### config.mk
export PLATFORM = sky130hd
export DESIGN_NAME = vga_sync
export DESIGN_NICKNAME = d
export VERILOG_FILES = /design/src/rtl/vga_sync.sv
export SDC_FILE = /design/constraint.sdc
export NUM_CORES = 1
export LEC_CHECK = 0
export CORE_MARGIN = 5
export CORE_UTILIZATION = 35
export DETAILED_ROUTE_END_ITERATION = 10
export MAX_ROUTING_LAYER = met4
export SLEW_MARGIN = 20
export SYNTH_ARGS = -nofsm -noshare
export SYNTH_HDL_FRONTEND = slang
export SYNTH_SLANG_ARGS = --single-unit
### constraint.sdc
create_clock -name clk -period 5.9 [get_ports clk]
set_clock_uncertainty 0.1 [all_clocks]
set_input_delay 0.59 -clock clk [delete_from_list [all_inputs] [get_ports clk]]
set_output_delay 0.59 -clock clk [all_outputs]
set_load 0.01 [all_outputs]
### src/rtl/vga_sync.sv
// VGA timing generator: pixel-rate divider, h/v position counters and
// glitch-free registered sync/blanking outputs aligned with the counters.
module vga_sync #(
   parameter int unsigned HD  = 640,
   parameter int unsigned HF  = 16,
   parameter int unsigned HR  = 96,
   parameter int unsigned HB  = 48,
   parameter int unsigned VD  = 480,
   parameter int unsigned VF  = 10,
   parameter int unsigned VR  = 2,
   parameter int unsigned VB  = 33,
   parameter int unsigned DIV = 4
) (
   input  logic       clk,
   input  logic       rst,
   input  logic       en,
   output logic       p_tick,
   output logic [9:0] pixel_x,
   output logic [9:0] pixel_y,
   output logic       video_on,
   output logic       hsync,
   output logic       vsync
);

   localparam int unsigned HT = HD + HF + HR + HB;
   localparam int unsigned VT = VD + VF + VR + VB;
   localparam int unsigned DW = (DIV > 1) ? $clog2(DIV) : 1;

   localparam logic [DW-1:0] DIV_MAX = DW'(DIV - 1);
   localparam logic [9:0]    H_MAX   = 10'(HT - 1);
   localparam logic [9:0]    V_MAX   = 10'(VT - 1);
   localparam logic [9:0]    H_VIS   = 10'(HD);
   localparam logic [9:0]    V_VIS   = 10'(VD);
   localparam logic [9:0]    HS_BEG  = 10'(HD + HF);
   localparam logic [9:0]    HS_END  = 10'(HD + HF + HR - 1);
   localparam logic [9:0]    VS_BEG  = 10'(VD + VF);
   localparam logic [9:0]    VS_END  = 10'(VD + VF + VR - 1);

   logic [DW-1:0] div_q, div_d;
   logic [9:0]    h_q, h_d;
   logic [9:0]    v_q, v_d;
   logic          hsync_q, hsync_d;
   logic          vsync_q, vsync_d;
   logic          video_on_q, video_on_d;
   logic          tick;

   always_comb begin
      tick       = en && (div_q == DIV_MAX);
      div_d      = div_q;
      h_d        = h_q;
      v_d        = v_q;
      hsync_d    = hsync_q;
      vsync_d    = vsync_q;
      video_on_d = video_on_q;

      if (en) begin
         div_d = tick ? '0 : div_q + DW'(1);
      end

      if (tick) begin
         if (h_q == H_MAX) begin
            h_d = '0;
            v_d = (v_q == V_MAX) ? '0 : v_q + 10'd1;
         end else begin
            h_d = h_q + 10'd1;
         end
      end

      // Decode from next-state counters so outputs change on the same edge as the position.
      if (en) begin
         hsync_d    = !((h_d >= HS_BEG) && (h_d <= HS_END));
         vsync_d    = !((v_d >= VS_BEG) && (v_d <= VS_END));
         video_on_d = (h_d < H_VIS) && (v_d < V_VIS);
      end
   end

   always_ff @(posedge clk or negedge rst) begin
      if (!rst) begin
         div_q      <= '0;
         h_q        <= '0;
         v_q        <= '0;
         hsync_q    <= 1'b1;
         vsync_q    <= 1'b1;
         video_on_q <= 1'b0;
      end else begin
         div_q      <= div_d;
         h_q        <= h_d;
         v_q        <= v_d;
         hsync_q    <= hsync_d;
         vsync_q    <= vsync_d;
         video_on_q <= video_on_d;
      end
   end

   assign p_tick   = tick;
   assign pixel_x  = h_q;
   assign pixel_y  = v_q;
   assign hsync    = hsync_q;
   assign vsync    = vsync_q;
   assign video_on = video_on_q;

endmodule

==> impl_metrics.csv <==
group,metric,value,unit
clock_network,ctsResizeCount,0,
worst_setup_path,end_kind,"flip-flop",
flow_run,maxCapViolations,0,
sta,maxSlewHeadroom,62.8,%
yosys,syn_area_per_cell,8.93,µm²
pwr,power_density,232,nW/µm²
global_routing,grt_pass1_vias,1311,
clock_network,clk_pin_slew_worst_paths,0.09,ns
worst_hold_path,holdCritPathClass,"in2async",
route,viasPerCell,5.64,
sta,fmax,312,MHz
yosys,synth_mux_area_share,2.19,%
yosys,syn_nets,173,
yosys,synth_xor_area_share,5.91,%
global_routing,overflow,0,
placed_design,gp_congestion,0.919,
global_routing,grt_pass1_wl,6.22,mm
yosys,yosys.area_share.adder,3.38,%
clock_network,holdBufCountCts,0,
clock_network,clock-root-buffer,"clkbuf_8",
sta,rsz0062_at_grt,"false",
yosys,netlist_instances,166,
yosys,yosysWarnings,0,
layout,post-route-util,44.7,%
yosys,ys_types,41,
clock_network,numCtsBuffers,3,
status,outcome,"completed",
route,totalWireLength,3.58,mm
layout,areaGrowthSynthToFinish,22.2,%
global_routing,grt_max_degree,26,
worst_setup_path,criticalPathCategory,"in2reg",
yosys,synth_top_family_by_area,"simple AND/OR/NAND/NOR gates",
die,dieArea,5640,µm²
die,dieWidth,75.1,µm
yosys,synth-simple-area-share,26.3,%
worst_setup_path,start_kind,"input pin",
clock_network,htreeDepth,1,
yosys,ys_seq_elements,25,
yosys,netlist_area,1480,µm²
sta,finalCriticalPeriod,3.20,ns
clock_network,cts_sinks,25,
sta,finalMaxSlewViolations,0,
yosys,ys_seq_area_share,42.4,%
layout,antenna-diode-count,0,
placed_design,dp_hpwl,2.68,mm
placed_design,io_buffers,26,
die,start_util,36.5,%
worst_setup_path,crit_required,5.97,ns
clock_network,clockBufferDepth,2,
layout,num-nets-final,196,
pwr,peakVddDrop,141,µV
sta,hold_violations,0,
layout,multi_input_comb_area,790,µm²
sta,worstMarginPinSlew,0.558,ns
sta,setup_violations,0,
sta,setup-tns-final,0,ns
global_routing,antenna_found_initial,0,
yosys,synth_compound_area_share,15.4,%
route,drt_iter0_drc,112,
die,core,4060,µm²
layout,layout-drive-gt1-share,6.91,%
clock_network,postCtsSetupRepairBufs,0,
layout,fill_cells,386,
clock_network,cts_tree,"built",
pwr,p_leak,0.756,nW
route,first_pass_iters,4,
route,wl_per_cell,15.0,µm
route,drc,0,
clock_network,clk_latency,0.27,ns
die,rows,23,
global_routing,grt_use_total,14.4,%
die,die_h,75.1,µm
worst_setup_path,crit_arrival,3.27,ns
sta,finalCritPeriodShare,54.3,%
die,io_pins,27,
route,vias,1342,
worst_setup_path,cp_max_fo,11,
layout,seq_area,628,µm²
route,ant_nets,0,
## stage by stage
stage / setup slack [ns] / cells / area, µm² / power, mW / hold slack (ns)
floorplan: 3.22 / 166 / 1480 / 0.269 / 0.194
global placement: 2.53 / 234 / 1770 / 0.318 / 0.397
detailed placement: 2.44 / 234 / 1770 / 0.321 / 0.385
CTS: 2.72 / 238 / 1820 / 0.426 / 0.411
global route: 2.52 / 238 / 1810 / 0.444 / 0.251
finish: 2.70 / 238 / 1810 / 0.420 / 0.196
## routing by layer
layer	up-vias	routed length, µm	global-route usage, %
li1	650	-	-
met1	645	1640	19.0
met2	41	1730	22.1
met3	6	155	2.27
met4	0	51	5.53
met5	-	0	-
## state kept, by name, summed over array words and instances (netlist names)
register / flops
pixel_y: 10
hsync: 1
pixel_x: 10
vsync: 1
video_on: 1
div_q: 2
## cells by family (layout without fill, tap and decap cells)
group,count (synthesis),count (layout)
mux,3,3
compound gates,38,38
flops,25,25
fa+ha+maj,4,4
buf+inv,15,37
simple gates,71,71
xor+xnor,10,10
## cell usage in the layout, fill, tap and decap left out, types with 2 or more instances in the layout
| cell | instances |
|---|---|
| a31oi_1 | 4 |
| and4_1 | 2 |
| a21oi_1 | 8 |
| mux2_2 | 2 |
| o21ai_0 | 15 |
| dfrtp_1 | 23 |
| nand2_1 | 20 |
| nand2b_1 | 2 |
| or3_1 | 2 |
| clkdlybuf4s50_1 | 25 |
| o31ai_1 | 2 |
| ha_1 | 4 |
| and2_1 | 3 |
| nand4_1 | 8 |
| nor4_1 | 3 |
| dfstp_2 | 2 |
| inv_1 | 6 |
| nor3_1 | 4 |
| a21o_1 | 4 |
| xnor2_1 | 7 |
| nor2_1 | 9 |
| nand3_1 | 5 |
| xor2_1 | 3 |
| clkbuf_8 | 3 |
| and3_1 | 5 |
## critical path: stages
cell and delay (ns):
clkdlybuf4s50_1 0.69, nand4_1 0.28, nor4_2 0.55, nand4_1 0.18, xor2_1 0.20, or4_1 0.53, a41o_1 0.24
## Yosys cell counts
library cell	n	area [µm²]
dfrtp_1	23	576
nand2_1	20	75.1
o21ai_0	15	75.1
nor2_1	9	33.8
a21oi_1	8	40.0
nand4_1	8	50.1
xnor2_1	7	61.3
clkbuf_1	6	22.5
inv_1	6	22.5
and3_1	5	31.3
nand3_1	5	25.0
a21o_1	4	30.0
a31oi_1	4	25.0
ha_1	4	50.1
nor3_1	4	20.0
and2_1	3	18.8
nor4_1	3	18.8
xor2_1	3	26.3
and4_1	2	17.5
dfstp_2	2	52.6
mux2_2	2	22.5
nand2b_1	2	12.5
o31ai_1	2	15.0
or3_1	2	12.5
a221o_1	1	10.0
a311oi_1	1	8.76
a32oi_1	1	8.76
a41o_1	1	10.0
buf_1	1	3.75
buf_2	1	5.00
buf_6	1	11.3
mux2i_1	1	10.0
nand4b_1	1	8.76
nor2_4	1	11.3
nor2b_1	1	6.26
nor3b_1	1	7.51
nor4_2	1	12.5
nor4bb_1	1	10.0
o22ai_1	1	6.26
or4_1	1	7.51
or4_4	1	11.3
## cell type report
type,count,share of cell area [%]
timing repair buffer,27,14.5
clock buffer,3,2.28
tap,50,3.45
inverter,6,1.24
clock inverter,1,0.276
sequential,25,34.7
multi-input combinational,126,43.6
## power breakdown
| group | total (mW) | switching, mW | internal [mW] | leakage (nW) |
|---|---|---|---|---|
| clock network | 0.103 | 0.0554 | 0.0472 | 0.0255 |
| registers | 0.219 | 0.0265 | 0.192 | 0.325 |
| logic | 0.0981 | 0.0449 | 0.0532 | 0.406 |
## path summary, 6_finish.rpt
path,start,endpoint,slack [ns],cells past startpoint
setup reg to reg,pixel_x[5]$_DFF_PN0_,video_on$_DFFE_PN0P_,3.09,6
min in group clk,vsync$_DFFE_PN1P_,vsync$_DFFE_PN1P_,0.41,2
hold / removal,rst,pixel_x[0]$_DFF_PN0_,0.20,1
hold reg to reg,vsync$_DFFE_PN1P_,vsync$_DFFE_PN1P_,0.41,2
max in group asynchronous,rst,vsync$_DFFE_PN1P_,5.12,1
setup / recovery,en,video_on$_DFFE_PN0P_,2.70,7
(Power assumes the default switching activity.)
